--- src/rtl/div_pkg.sv ---
// -----------------------------------------------------------------------------
// div_pkg
// Shared definitions for the sequential divider: operation encodings, the
// controller state enum, the default operand width and small op decoders.
// Optional build macro used by seq_divider: DIV_EARLY_OUT_EN.
// -----------------------------------------------------------------------------
package div_pkg;

    localparam int DEFAULT_WIDTH = 32;

    localparam logic [1:0] OP_DIV  = 2'b00;
    localparam logic [1:0] OP_DIVU = 2'b01;
    localparam logic [1:0] OP_REM  = 2'b10;
    localparam logic [1:0] OP_REMU = 2'b11;

    typedef enum logic [1:0] {
        IDLE = 2'd0,
        CALC = 2'd1,
        FIX  = 2'd2,
        DONE = 2'd3
    } div_state_e;

    // Signed ops treat operands as two's complement and divide magnitudes
    function automatic logic op_is_signed(logic [1:0] op);
        return (op == OP_DIV) || (op == OP_REM);
    endfunction

    // Remainder ops return the remainder instead of the quotient
    function automatic logic op_is_rem(logic [1:0] op);
        return (op == OP_REM) || (op == OP_REMU);
    endfunction

endpackage

--- src/rtl/div_sub_step.sv ---
// -----------------------------------------------------------------------------
// div_sub_step
// One restoring division step: shift the next dividend bit into the partial
// remainder, trial-subtract the divisor, keep the difference when it is
// non-negative and report the resulting quotient bit.
// Ports:
//   rem_in   [WIDTH-1:0]  current partial remainder (always < divisor)
//   bit_in                next dividend bit, MSB first
//   divisor  [WIDTH-1:0]  divisor magnitude
//   rem_out  [WIDTH-1:0]  updated partial remainder
//   q_bit                 quotient bit produced by this step
// -----------------------------------------------------------------------------
module div_sub_step
    import div_pkg::*;
#(
    parameter int WIDTH = DEFAULT_WIDTH
) (
    input  logic [WIDTH-1:0] rem_in,
    input  logic             bit_in,
    input  logic [WIDTH-1:0] divisor,
    output logic [WIDTH-1:0] rem_out,
    output logic             q_bit
);

    logic [WIDTH:0] shifted;
    logic [WIDTH:0] diff;

    // The shifted remainder is below twice the divisor, so a WIDTH+1 bit
    // difference never overflows and its top bit is a reliable sign.
    // A clear sign bit means the subtraction fits and the quotient bit is 1.
    always_comb begin
        shifted = {rem_in, bit_in};
        diff    = shifted - {1'b0, divisor};
        q_bit   = ~diff[WIDTH];
        rem_out = q_bit ? diff[WIDTH-1:0] : shifted[WIDTH-1:0];
    end

endmodule

--- src/rtl/seq_divider.sv ---
// -----------------------------------------------------------------------------
// seq_divider
// Multi-cycle integer divider (DIV, DIVU, REM, REMU) using one restoring
// shift-subtract step per cycle on operand magnitudes, followed by a sign
// fix-up cycle. Divide-by-zero and signed overflow give fixed results.
// Build macro DIV_EARLY_OUT_EN: when defined, divide-by-zero and signed
// overflow requests skip the iterations and go straight to DONE.
// Ports:
//   clk, rst                 clock, asynchronous active-high reset
//   in_valid / in_ready      request handshake (ready only in IDLE)
//   op [1:0]                 00 DIV, 01 DIVU, 10 REM, 11 REMU
//   dividend, divisor        operands, captured on the accept edge
//   out_valid / out_ready    result handshake
//   result [WIDTH-1:0]       quotient or remainder
//   busy                     high whenever the controller is not IDLE
// -----------------------------------------------------------------------------
module seq_divider
    import div_pkg::*;
#(
    parameter int WIDTH = DEFAULT_WIDTH
) (
    input  logic             clk,
    input  logic             rst,
    input  logic             in_valid,
    output logic             in_ready,
    input  logic [1:0]       op,
    input  logic [WIDTH-1:0] dividend,
    input  logic [WIDTH-1:0] divisor,
    output logic             out_valid,
    input  logic             out_ready,
    output logic [WIDTH-1:0] result,
    output logic             busy
);

    localparam int CW = $clog2(WIDTH) + 1;
    localparam logic [WIDTH-1:0] MOST_NEG = {1'b1, {(WIDTH-1){1'b0}}};

    div_state_e       state_q;
    div_state_e       state_d;
    logic [CW-1:0]    iter_q;
    logic [1:0]       op_q;
    logic [WIDTH-1:0] dividend_q;
    logic [WIDTH-1:0] divisor_mag_q;
    logic [WIDTH-1:0] quo_q;
    logic [WIDTH-1:0] rem_q;
    logic [WIDTH-1:0] result_q;
    logic             neg_quo_q;
    logic             neg_rem_q;
    logic             div_zero_q;
    logic             overflow_q;
    logic             out_valid_q;

    logic             accept;
    logic             in_div_zero;
    logic             in_overflow;
    logic             in_neg_a;
    logic             in_neg_b;
    logic [WIDTH-1:0] a_mag;
    logic [WIDTH-1:0] b_mag;
    logic [WIDTH-1:0] step_rem;
    logic             step_qbit;
    logic [WIDTH-1:0] fix_result;

    // Fixed answers for the two corner cases, shared by the fix-up cycle and
    // the early-out path so both builds return identical values.
    function automatic logic [WIDTH-1:0] special_result(logic [1:0] o, logic zero,
                                                        logic [WIDTH-1:0] a);
        if (zero) begin
            return op_is_rem(o) ? a : '1;
        end
        return op_is_rem(o) ? '0 : a;
    endfunction

    assign accept    = in_valid && in_ready;
    assign in_ready  = (state_q == IDLE);
    assign busy      = (state_q != IDLE);
    assign out_valid = out_valid_q;
    assign result    = result_q;

    // Decode the incoming request: corner cases, operand signs and the
    // magnitudes the iterations work on. Negating the most negative value
    // wraps to itself, which is the correct unsigned magnitude.
    always_comb begin
        in_div_zero = (divisor == '0);
        in_overflow = op_is_signed(op) && (dividend == MOST_NEG) && (divisor == '1);
        in_neg_a    = op_is_signed(op) && dividend[WIDTH-1];
        in_neg_b    = op_is_signed(op) && divisor[WIDTH-1];
        a_mag       = in_neg_a ? -dividend : dividend;
        b_mag       = in_neg_b ? -divisor : divisor;
    end

    div_sub_step #(
        .WIDTH (WIDTH)
    ) u_step (
        .rem_in  (rem_q),
        .bit_in  (quo_q[WIDTH-1]),
        .divisor (divisor_mag_q),
        .rem_out (step_rem),
        .q_bit   (step_qbit)
    );

    // Fix-up: corner cases override everything, otherwise the quotient is
    // negated when operand signs differed and the remainder follows the
    // dividend's sign.
    always_comb begin
        if (div_zero_q || overflow_q) begin
            fix_result = special_result(op_q, div_zero_q, dividend_q);
        end else if (op_is_rem(op_q)) begin
            fix_result = neg_rem_q ? -rem_q : rem_q;
        end else begin
            fix_result = neg_quo_q ? -quo_q : quo_q;
        end
    end

    // Controller state register; reset aborts any operation in flight.
    always_ff @(posedge clk or posedge rst) begin
        if (rst) begin
            state_q <= IDLE;
        end else begin
            state_q <= state_d;
        end
    end

    // Next-state logic. CALC leaves after its WIDTH-th step (counter at
    // WIDTH-1 before the edge). DONE only leaves on the output handshake.
    always_comb begin
        state_d = state_q;
        case (state_q)
            IDLE: begin
                if (accept) begin
`ifdef DIV_EARLY_OUT_EN
                    state_d = (in_div_zero || in_overflow) ? DONE : CALC;
`else
                    state_d = CALC;
`endif
                end
            end
            CALC: begin
                if (iter_q == CW'(WIDTH - 1)) begin
                    state_d = FIX;
                end
            end
            FIX: begin
                state_d = DONE;
            end
            DONE: begin
                if (out_valid_q && out_ready) begin
                    state_d = IDLE;
                end
            end
            default: begin
                state_d = IDLE;
            end
        endcase
    end

    // Datapath: capture operands on accept, then shift one quotient bit into
    // quo_q per CALC cycle while the dividend bits shift out of its top, and
    // latch the corrected answer in FIX. In the early-out build the corner
    // case answer is latched straight away on accept.
    always_ff @(posedge clk or posedge rst) begin
        if (rst) begin
            iter_q        <= '0;
            op_q          <= '0;
            dividend_q    <= '0;
            divisor_mag_q <= '0;
            quo_q         <= '0;
            rem_q         <= '0;
            result_q      <= '0;
            neg_quo_q     <= 1'b0;
            neg_rem_q     <= 1'b0;
            div_zero_q    <= 1'b0;
            overflow_q    <= 1'b0;
        end else begin
            case (state_q)
                IDLE: begin
                    if (accept) begin
                        iter_q        <= '0;
                        op_q          <= op;
                        dividend_q    <= dividend;
                        divisor_mag_q <= b_mag;
                        quo_q         <= a_mag;
                        rem_q         <= '0;
                        neg_quo_q     <= in_neg_a ^ in_neg_b;
                        neg_rem_q     <= in_neg_a;
                        div_zero_q    <= in_div_zero;
                        overflow_q    <= in_overflow;
`ifdef DIV_EARLY_OUT_EN
                        if (in_div_zero || in_overflow) begin
                            result_q <= special_result(op, in_div_zero, dividend);
                        end
`endif
                    end
                end
                CALC: begin
                    rem_q  <= step_rem;
                    quo_q  <= {quo_q[WIDTH-2:0], step_qbit};
                    iter_q <= iter_q + 1'b1;
                end
                FIX: begin
                    result_q <= fix_result;
                end
                default: begin
                end
            endcase
        end
    end

    // out_valid rises one cycle after DONE is entered and drops on the
    // handshake edge, the same edge that returns the controller to IDLE.
    always_ff @(posedge clk or posedge rst) begin
        if (rst) begin
            out_valid_q <= 1'b0;
        end else begin
            out_valid_q <= (state_q == DONE) && !(out_valid_q && out_ready);
        end
    end

endmodule

--- config.mk ---
export PLATFORM = sky130hd
export DESIGN_NAME = seq_divider
export DESIGN_NICKNAME = d
export VERILOG_FILES = /design/src/rtl/div_pkg.sv /design/src/rtl/div_sub_step.sv /design/src/rtl/seq_divider.sv
export SDC_FILE = /design/constraint.sdc
export NUM_CORES = 1
export LEC_CHECK = 0
export CORE_MARGIN = 2
export CORE_UTILIZATION = 40
export DETAILED_ROUTE_END_ITERATION = 8
export PLACE_DENSITY = 0.58
export SYNTH_ARGS = -nofsm -noshare
export SYNTH_HDL_FRONTEND = slang
export SYNTH_SLANG_ARGS = --single-unit
--- constraint.sdc ---
create_clock -name clk -period 8.5 [get_ports clk]
set_input_delay 1.275 -clock clk [delete_from_list [all_inputs] [get_ports clk]]
set_output_delay 1.275 -clock clk [all_outputs]
set_load 0.01 [all_outputs]
Word-level counts from Yosys, hierarchy flattened
Index checks and enable logic that the tools add are counted.
{ "word_totals": {"reg_bits": 175, "wordCells": 75} }
{ "classes": {"reduce_logical": 19, "addsub": 6, "muxes": 23, "eq_ne": 12, "bitwise_logic": 2} }
{ "op_table": {"columns": ["operator", "n"], "rows": [
  ["32-bit 2-to-1 mux", 13],
  ["32-bit negator", 4],
  ["32-bit case mux with 2 select lines", 2],
  ["32-bit equality test (second input constant)", 2],
  ["33-bit by 32-bit subtractor with 33-bit output", 1],
  ["32-bit zero test", 1],
  ["6-bit case mux with 2 select lines", 1],
  ["2-bit equality test (second input constant)", 5],
  ["2-bit case mux with 4 select lines", 1],
  ["1-bit logical AND", 7],
  ["6-bit by 1-bit adder with 6-bit output (second input constant)", 1],
  ["6-bit by 5-bit equality test with 1-bit output (second input constant)", 1],
  ["2-bit 2-to-1 mux", 3],
  ["6-bit 2-to-1 mux", 1],
  ["2-bit zero test", 2],
  ["2-bit inequality test (second input constant)", 2],
  ["2-bit AND reduction", 2],
  ["2-bit nonzero test", 2],
  ["1-bit logical OR", 3],
  ["3-bit AND reduction", 1],
  ["2-bit by 1-bit equality test with 1-bit output (second input constant)", 1],
  ["1-bit 2-to-1 mux", 2],
  ["2-bit by 1-bit inequality test with 1-bit output (second input constant)", 1],
  ["1-bit zero test", 1],
  ["other kinds (2)", 2]
]} }

Depth between registers and ports, before layout
Gate-level depths: netlist (run 1).
{ "depth": {"ltp_word": 6, "mapped_depth": 15} }

By module
A second synthesis (run 1) with hierarchy kept.
{ "unflattened": {"hier_cells": 1410, "hier_area_um2": 12339.3} }
{ "modules_own_cells": {"columns": ["module", "area_per_inst_um2", "cells_each", "n_inst"], "rows": [
  ["seq_divider", 10083.4, 1099, 1],
  ["div_sub_step", 2255.9, 311, 1]
]} }

Worst setup path after synthesis (run 1)
Ideal clock, no wire load.
{ "synth_path": {"kind": "input-to-reg", "start": "input port dividend[8]", "end": "register quo_q[25]", "t_required_ns": 8.367, "setup_slack_ns": 5.006, "arrival_time_ns": 3.361, "setup_ns": 0.133, "cell_stages": 9, "path_buffers": 0, "path_cell_list": "or3_1 > or3_1 > or4_1 > nand2b_1 > o41ai_1 > xor2_1 > nor2_1 > a21oi_1 > o21ai_0"} }
{ "synth_between": {"elab_chain_len": 4} }
{ "synth_lines": {"columns": ["element", "line", "source"], "rows": [
  ["start: declaration", "seq_divider.sv:27", "input logic [WIDTH-1:0] dividend,"],
  ["32-bit negator", "seq_divider.sv:88", "a_mag = in_neg_a ? -dividend : dividend;"],
  ["32-bit 2-to-1 mux", "seq_divider.sv:88", null],
  ["32-bit 2-to-1 mux", "seq_divider.sv:177", "if (accept) begin"],
  ["32-bit case mux with 2 select lines", "seq_divider.sv:175", "case (state_q)"],
  ["end signal: assignment", "seq_divider.sv:182", "quo_q <= a_mag;"],
  ["end signal: assignment", "seq_divider.sv:197", "quo_q <= {quo_q[WIDTH-2:0], step_qbit};"],
  ["end: declaration", "seq_divider.sv:44", "logic [WIDTH-1:0] quo_q;"]
]} }
Every way passes these cells. The select of a mux whose other input is x is not followed.
A chain may end at the register's enable or synchronous reset.

Worst setup path after layout (run 1)
{ "layout_path": {"start": "input port dividend[2]", "end": "register quo_q[28]"} }
Same word-level chain as after synthesis.

==> flow_summary.toml, run 1 <==
[clock_tree]
cts_root_buf = "clkbuf_16"
clkTransAtPathRegs_ps = 70
cts-htree-levels = 4
cts_setup_buffers = 0
hold_buffers = 0
cts_resized = 0
cts-buffers-inserted = 17
cts.sinks = 174
cts.path.max_buffers = 2
clkLatencyLatePin_ps = 440
cts_tree = "done"

[die]
coreArea_mm2 = 0.0295
start_util_pct = 40.5
dieHeight_um = 177
die_x_um = 177
die_area_mm2 = 0.0312
rows = 63
io_pins = 105

[logic_synthesis]
synth_seq_cells = 174
synth_area_mm2 = 0.0119
synth_edf_count = 0
ys_types = 66
syn-mean-instance-area_um2 = 8.43
yosysSeqAreaShare_pct = 36.5
yosysWarnings = 0
syn_nets = 1527
syn_inst = 1414
synth_ff_type = "dfrtp_1"
async_flop_share_pct = 100

[routing]
vias = 10500
route.detailed.drc = 0
totalWireLength_um = 33800
wire_per_inst_um = 18.0
ant_nets = 0
first_pass_iters = 5
drtIter0Drc = 802
vias_per_cell = 5.59

[worst_setup_path]
reg2reg_slack_ps = 4560
crit_top_cell = "nor4_1"
path_cells = "clkdlybuf4s50_1, nor4_1, nand3b_1, nor4_1, and2_1, nand2_1, o31ai_1, xnor2_1, mux2i_1, o21ai_0"
crit_slowest_cell = "nor4_1"
crit_type = "in -> reg"
critPathCaptureType = "register"
cp_max_fo = 7
crit_required_ps = 8770
critical_path.max_stage_delay_ps = 900
cp_data_arrival_time_ps = 4650
critPathTopFamily = "simple AND/OR/NAND/NOR gates"
crit_buf_inv = 1
start_kind = "input port"

[sta]
min_period_ps = 4380
rsz0062_at_grt = "false"
fmax_ghz = 0.228
tightest_slew_ps = 1140
slew_violations = 0
fin_setup_tns_ps = 0
post-route-period-util_pct = 51.5
hold_viol = 0
finalClockSkew_ps = 17.7
setup_viol = 0
slew_headroom_pct = 23.6

[finish]
drive_gt1_share_pct = 6.71
nFillCells = 2887
nNetsFinal = 1591
instances_no_fill = 1881
multi_input_area_mm2 = 0.00710
area_delta_synth_final_pct = 16.4
seq_area_mm2 = 0.00435

[run]
max_cap_violations = 0

[placement]
dpl.hpwl_um = 24400
portBuffers = 104
gp_congestion = 0.846
dp_cells = 1849

[power]
peakVddDrop_mv = 0.192
p_per_area_mw_per_mm2 = 425
leakagePower_uw = 0.00580

[grt]
gr-usage-all-layers_pct = 22.1
antenna_found_initial = 0
overflow = 0
first_global_vias = 10200
grt_max_degree = 71
grt_first_pass_wirelength_um = 55100

[worst_hold_path]
hp-class = "reg -> reg"

[outcome]
outcome = "completed"
registers in the layout (all words and copies together) (netlist names), 2 cells and up:
name / cells
rem_q: 32
quo_q: 32
result: 32
iter_q: 6
dividend_q: 32
divisor_mag_q: 32
state_q: 2
cells in the mapped netlist, types with 17 or more instances:
master / count / area share [%]
ha_1: 42 / 4.4
mux2i_1: 25 / 2.1
nand4_1: 17 / 0.89
a21oi_1: 131 / 5.5
xor2_1: 70 / 5.1
xnor2_1: 72 / 5.3
o31ai_1: 31 / 2.0
or3_1: 18 / 0.94
mux2_2: 32 / 3.0
clkbuf_1: 54 / 1.7
nand2_1: 166 / 5.2
inv_1: 58 / 1.8
o21ai_0: 158 / 6.6
nand2b_1: 17 / 0.89
dfrtp_1: 174 / 37
nor3_1: 27 / 1.1
o211ai_1: 20 / 1.3
nor2_1: 106 / 3.3
logic make-up after synthesis:
logic type | synth area share, %
adders and majority gates | 4.57
xor gates and xnor gates | 10.4
DFF | 36.5
AOI/OAI and AO/OA | 22.3
and+or+nand+nor | 16.8
muxes | 5.12
buffers and inverters | 4.27
cells in the final DEF (no fill, tap or decap), types with 4 or more instances in the layout:
cell	synthesis	layout
dfrtp_1	174	174
nand2_1	166	165
o21ai_0	158	158
a21oi_1	131	131
nor2_1	106	106
clkdlybuf4s50_1	0	104
xnor2_1	72	72
xor2_1	70	70
inv_1	58	57
ha_1	42	41
mux2_2	32	32
o31ai_1	31	31
nor3_1	27	27
mux2i_1	25	25
o211ai_1	20	20
or3_1	18	18
nand4_1	17	17
nand2b_1	17	17
clkbuf_16	0	17
a221oi_1	14	14
a21o_1	13	13
or4_1	13	13
buf_4	1	13
nor4_1	12	12
nand3_1	11	11
o41ai_1	11	11
o21a_1	10	10
a32oi_1	8	8
inv_6	0	7
nor2b_1	6	6
and3_1	6	6
or2_2	6	6
a211oi_1	6	6
nand3b_1	5	5
a21boi_0	4	4
o221ai_1	4	4
a31oi_1	4	4
nor4b_1	4	4
per-layer routing:
| metal | routed length, um | GRT usage (%) | vias up |
|---|---|---|---|
| met5 | 0 | 0 | - |
| met4 | 580 | 5.41 | 0 |
| met3 | 1170 | 2.66 | 35 |
| met2 | 16100 | 36.3 | 215 |
| met1 | 15900 | 30.9 | 5089 |
| li1 | - | - | 5178 |
final timing paths:
check	depth (start not counted)	from	end
min reg2reg	1	result[17]$_DFFE_PP0P_	result[17]$_DFFE_PP0P_
max reg2reg	12	quo_q[31]$_DFFE_PP0P_	rem_q[26]$_DFFE_PP0P_
min in group asynchronous	2	rst	divisor_mag_q[4]$_DFFE_PP0P_
min	1	result[17]$_DFFE_PP0P_	result[17]$_DFFE_PP0P_
max in group asynchronous	4	rst	dividend_q[1]$_DFFE_PP0P_
max	10	dividend[2]	quo_q[28]$_DFFE_PP0P_
layout make-up:
cell class | instances | share of cell area, %
multi-input cells | 1109 | 51.1
flip-flops and latches | 174 | 31.4
repair buffers | 117 | 8.20
well taps | 390 | 3.51
clock buffers | 19 | 3.26
inverters | 59 | 1.63
clock inverters | 12 | 0.910
diodes | 1 | 0.0180
power by group:
group	total, uW	switching [uW]	internal (uW)
registers	1630	407	1220
logic	3470	2000	1470
clock network	798	371	427
total	5900	2770	3120
per-stage QoR:
stage	utilization [%]	hold slack (ps)	cell area, um^2	setup WS (ps)	power [uW]
floorplan	-	450	11900	2510	4090
global placement	45.1	466	13300	3770	5030
detailed placement	45.1	467	13300	3730	5090
CTS	47.1	483	13900	4160	5900
global route	47.1	502	13900	3820	6430
finish	47.1	478	13900	4120	5900
(Power assumes the default switching activity.)
==> run 2: changes to the inputs <==
- PLACE_DENSITY: 0.58 -> 0.6
- clock period: 8.5 -> 3.6 ns (I/O delays scaled with it)
==> run 2 against run 1 <==
  * Global-route usage up 0.27 points
  * Critical path depth unchanged
  * Sequential share of layout area down 0.48 points
  * Clock power up 140%
  * Hold slack better by 2.7 ps
  * Die area unchanged
  * Combinational power up 140%
  * Via count up 1.7%
  * Routed wire length up 0.16%
  * Utilization up 0.74 points
  * Design area up 1.6%
  * First-iteration DRC count up 0.12%
==> flow_summary.toml, run 2 (same netlist as run 1, synthesis figures left out) <==
[clock_tree]
cts.path.max_buffers = 2
cts.sinks = 174
cts-htree-levels = 4
cts_tree = "done"
clkTransAtPathRegs_ps = 70
cts_setup_buffers = 0
clkLatencyLatePin_ps = 440
cts_root_buf = "clkbuf_16"
cts-buffers-inserted = 17

[worst_setup_path]
cp_data_arrival_time_ps = 3610
critPathCaptureType = "register"
cp_max_fo = 8
start_kind = "register"
crit_required_ps = 3970
crit_type = "reg -> reg"
reg2reg_slack_ps = 360

[die]
die_x_um = 177
rows = 63
io_pins = 105
coreArea_mm2 = 0.0295
die_area_mm2 = 0.0312
start_util_pct = 40.5
dieHeight_um = 177

[routing]
drtIter0Drc = 803
route.detailed.drc = 0
vias_per_cell = 5.61
totalWireLength_um = 33800
first_pass_iters = 7
vias = 10700
ant_nets = 0
wire_per_inst_um = 17.8

[finish]
final_cell_mix = "dfrtp_1 (174), nand2_1 (165), o21ai_0 (158), a21oi_1 (131), nor2_1 (106)"
diodes = 0
instances_no_fill = 1905
area_delta_synth_final_pct = 18.3
nNetsFinal = 1616
drive_gt1_share_pct = 8.18
final_common_cell = "dfrtp_1"

[grt]
first_global_vias = 10500
grt_first_pass_wirelength_um = 55500
gr-usage-all-layers_pct = 22.3
antenna_found_initial = 0
grt_max_degree = 175
overflow = 0

[sta]
hold_viol = 0
min_period_ps = 3240
rsz0062_at_grt = "false"
post-route-period-util_pct = 89.9
setup_viol = 0
fin_setup_tns_ps = 0
slew_violations = 0
fmax_ghz = 0.309
tightest_slew_ps = 1030
slew_headroom_pct = 31.5
finalClockSkew_ps = 13.5

[power]
p_per_area_mw_per_mm2 = 1000
peakVddDrop_mv = 0.896
leakagePower_uw = 0.00593

[placement]
dpl.hpwl_um = 24500
gp_congestion = 0.895
dp_cells = 1874
portBuffers = 104

[outcome]
outcome = "completed"

[run]
max_cap_violations = 0

[worst_hold_path]
hp-class = "reg -> reg"
## run 2: stage by stage
step	utilization (%)	area (um^2)	hold WS, ps	worst slack, ps	total power [uW]
after floorplan	-	11900	450	401	9660
after global placement	45.8	13500	464	135	12100
after detailed placement	45.8	13500	469	168	12200
after CTS	47.8	14100	486	285	14200
after global routing	47.8	14100	504	19.6	15400
final	47.8	14100	481	364	14200
## run 2: power by group
group	switching, uW	total, uW	internal [uW]
logic	4790	8450	3650
registers	916	3800	2890
clock network	859	1910	1060
total	6570	14200	7600
## run 2: critical path, cell delays in order, from the launching register on
cell and delay, ps:
dfrtp_1 450, ha_1 380, a21o_1 180, a21o_1 180
a2111oi_1 380, nor3_1 100, a2111oi_2 380, a21boi_1 130
or2_2 390, or4_1 510, nand3_1 90
## run 2: worst paths after layout
check | start | endpoint | cells past startpoint
setup / recovery | rem_q[24]$_DFFE_PP0P_ | rem_q[27]$_DFFE_PP0P_ | 10
hold / removal | divisor_mag_q[16]$_DFFE_PP0P_ | divisor_mag_q[16]$_DFFE_PP0P_ | 2
setup reg to reg | rem_q[24]$_DFFE_PP0P_ | rem_q[27]$_DFFE_PP0P_ | 10
hold reg to reg | divisor_mag_q[16]$_DFFE_PP0P_ | divisor_mag_q[16]$_DFFE_PP0P_ | 2
max in group asynchronous | rst | dividend_q[16]$_DFFE_PP0P_ | 3
min in group asynchronous | rst | divisor_mag_q[5]$_DFFE_PP0P_ | 3
## run 2: repair_timing
action / in CTS / in global routing
resized for setup: 0 / 2
hold buffers: 0 / 0
setup endpoints to repair: 0 / 16
## run 2: area by class of cell
type | instances | area (um^2)
clock buffer | 18 | 439
clock inverter | 13 | 153
fill | 2878 | 15400
inverter | 59 | 225
multi-input combinational | 1109 | 7090
sequential | 174 | 4350
tap | 390 | 488
timing repair buffer | 142 | 1360
## run 2: layer usage
layer,GRT usage [%],vias up,wire [um]
met5,0,-,0
met1,31.3,5177,16000
met4,6.78,0,895
met2,36.1,250,15800
met3,2.75,43,1180
li1,-,5221,-
==> run 3: changes to the inputs <==
- SYNTH_HIERARCHICAL: unset -> 1
==> run 3 against run 2 <==
  * Synthesized area rose by 3.5%
  * Global-route usage rose by 0.88 points
  * Clock power fell by 3%
  * Count of clock-buffer cells in the layout did not move
  * Synthesized cell count fell by 0.28%
  * Routed wire length rose by 10%
  * Critical endpoint is now rem_q[4]$_DFFE_PP0P_
  * Largest power group unchanged
==> flow_summary.toml, run 3 <==
[outcome]
outcome = "completed"

[logic_synthesis]
yosys.area.top_type = "dfrtp_1"
synth_seq_cells = 174
synthAdderAreaFrac_pct = 4.42
synth-simple-area-share_pct = 16.4
synth_top_family_by_area = "compound AO/OA/AOI/OAI gates"
synth-xor-area-share_pct = 10.2
syn_nets = 1523
synth_area_mm2 = 0.0123
synthTopCellsByCount = "dfrtp_1 (174), a21oi_1 (120), nand2_1 (118)"
yosysWarnings = 6
yosysSeqAreaShare_pct = 35.3
syn_inst = 1410
ys_types = 88
synth_ff_type = "dfrtp_1"
async_flop_share_pct = 100
synth_area_leaders = "dfrtp_1 (35%), xnor2_1 (5.6%), a21oi_1 (4.9%), xor2_1 (4.6%), ha_1 (4.3%)"
synth_compound_area_share_pct = 22.9
yosysMostFrequentCell = "dfrtp_1"
synth_top_area_share_pct = 35.3
synth_edf_count = 0
muxShareOfSynthArea_pct = 5.96
syn-mean-instance-area_um2 = 8.75

[finish]
area_delta_synth_final_pct = 17.8
drive_gt1_share_pct = 10.6
final_cell_mix = "dfrtp_1 (174), a21oi_1 (120), nand2_1 (117), clkdlybuf4s50_1 (104), o21ai_0 (98)"
diodes = 0
final_core_util_pct = 47.7
nNetsFinal = 1600
final_common_cell = "dfrtp_1"

[clock_tree]
cts-htree-levels = 4
cts.sinks = 174
cts.path.max_buffers = 2
clkTransAtPathRegs_ps = 70
cts-buffers-inserted = 17
clkLatencyLatePin_ps = 450
cts_tree = "done"
cts_root_buf = "clkbuf_16"

[placement]
portBuffers = 104
dpl.hpwl_um = 27900
gp_congestion = 0.881

[sta]
fmax_ghz = 0.295
post-route-period-util_pct = 94.2
tightest_slew_ps = 1020
min_period_ps = 3390
hold_viol = 0
setup_viol = 0
slew_headroom_pct = 31.9
finalClockSkew_ps = 14.9
slew_violations = 0
fin_setup_tns_ps = 0
rsz0062_at_grt = "false"

[die]
dieHeight_um = 180
start_util_pct = 40.4
die_x_um = 180
rows = 64
coreArea_mm2 = 0.0305
io_pins = 105
die_area_mm2 = 0.0323

[routing]
route.detailed.drc = 0
vias_per_cell = 5.88
wire_per_inst_um = 19.6
totalWireLength_um = 37300
ant_nets = 0
drtIter0Drc = 1021
first_pass_iters = 5
vias = 11100

[worst_hold_path]
hp-class = "reg -> reg"

[grt]
overflow = 0
grt_max_degree = 47
grt_first_pass_wirelength_um = 60600
gr-usage-all-layers_pct = 23.2
first_global_vias = 10800
antenna_found_initial = 0

[worst_setup_path]
cp_data_arrival_time_ps = 3730
crit_required_ps = 3940
cp_max_fo = 22
start_kind = "register"
crit_type = "reg -> reg"
critPathCaptureType = "register"

[power]
leakagePower_uw = 0.00597
p_per_area_mw_per_mm2 = 1050
peakVddDrop_mv = 0.566

[run]
max_cap_violations = 0
==> run 3: cell type report <==
type	count	area [um^2]
multi-input combinational	1088	7450
timing repair buffer	147	1440
tap	396	495
clock buffer	18	429
inverter	59	225
sequential	174	4350
clock inverter	14	146
fill	2917	16000
==> run 3: final timing paths <==
check                                               from                            end  slack [ps]  depth (start not counted)
max reg2reg                        rem_q[13]$_DFFE_PP0P_           rem_q[4]$_DFFE_PP0P_         210                         13
max in group asynchronous                            rst         result[16]$_DFFE_PP0P_        2250                          3
min in group asynchronous                            rst          rem_q[17]$_DFFE_PP0P_         670                          2
min reg2reg                divisor_mag_q[22]$_DFFE_PP0P_  divisor_mag_q[22]$_DFFE_PP0P_         480                          2
min                        divisor_mag_q[22]$_DFFE_PP0P_  divisor_mag_q[22]$_DFFE_PP0P_         480                          2
max                                rem_q[13]$_DFFE_PP0P_           rem_q[4]$_DFFE_PP0P_         210                         13
==> run 3: timing repair <==
action	4_1_cts	5_1_grt
hold buffers	0	0
endpoints found under the setup margin	0	22
gates resized for setup	0	3
setup buffers	0	1
==> run 3: cells by family after synthesis <==
family / count (synthesis)
XOR/XNOR: 144
multiplexers: 60
buffers and inverters: 148
adder cells (fa/ha/maj): 43
AND/OR/NAND/NOR: 404
flip-flops: 174
AO/OA/AOI/OAI: 437
==> run 3: where the power goes <==
part           internal [uW]  switching, uW
Combinational           4400           5010
Sequential              2880           1050
Clock                    925            924
Total                   8200           6990
==> run 3: per-layer routing <==
metal	global-route usage, %	share of wire [%]
met1	32.5	46
met2	37.0	46
met3	3.63	5.7
met4	6.89	2.5
met5	0	0
==> run 3: critical path: stages (launching register included) <==
cell and delay [ps]:
dfrtp_1 450, ha_1 400, and4_1 260, and3_1 210
a221o_1 300, a21oi_1 250, a211oi_2 130, nor2_2 160
mux2i_1 240, and2_4 180, inv_2 40, buf_12 160
mux2_1 320, a22o_1 190
==> run 3: metrics by stage <==
stage | total power [uW] | hold slack, ps | setup slack [ps] | instance area, um^2 | instances
3_3_place_gp | 13100 | 464 | 207 | 13900 | 1863
5_1_grt | 16400 | 506 | 13.1 | 14500 | 1896
6_report | 15200 | 481 | 210 | 14500 | 1896
4_1_cts | 15200 | 486 | 117 | 14500 | 1895
3_5_place_dp | 13200 | 468 | 162 | 13900 | 1863
2_1_floorplan | 10600 | 450 | 387 | 12300 | 1410
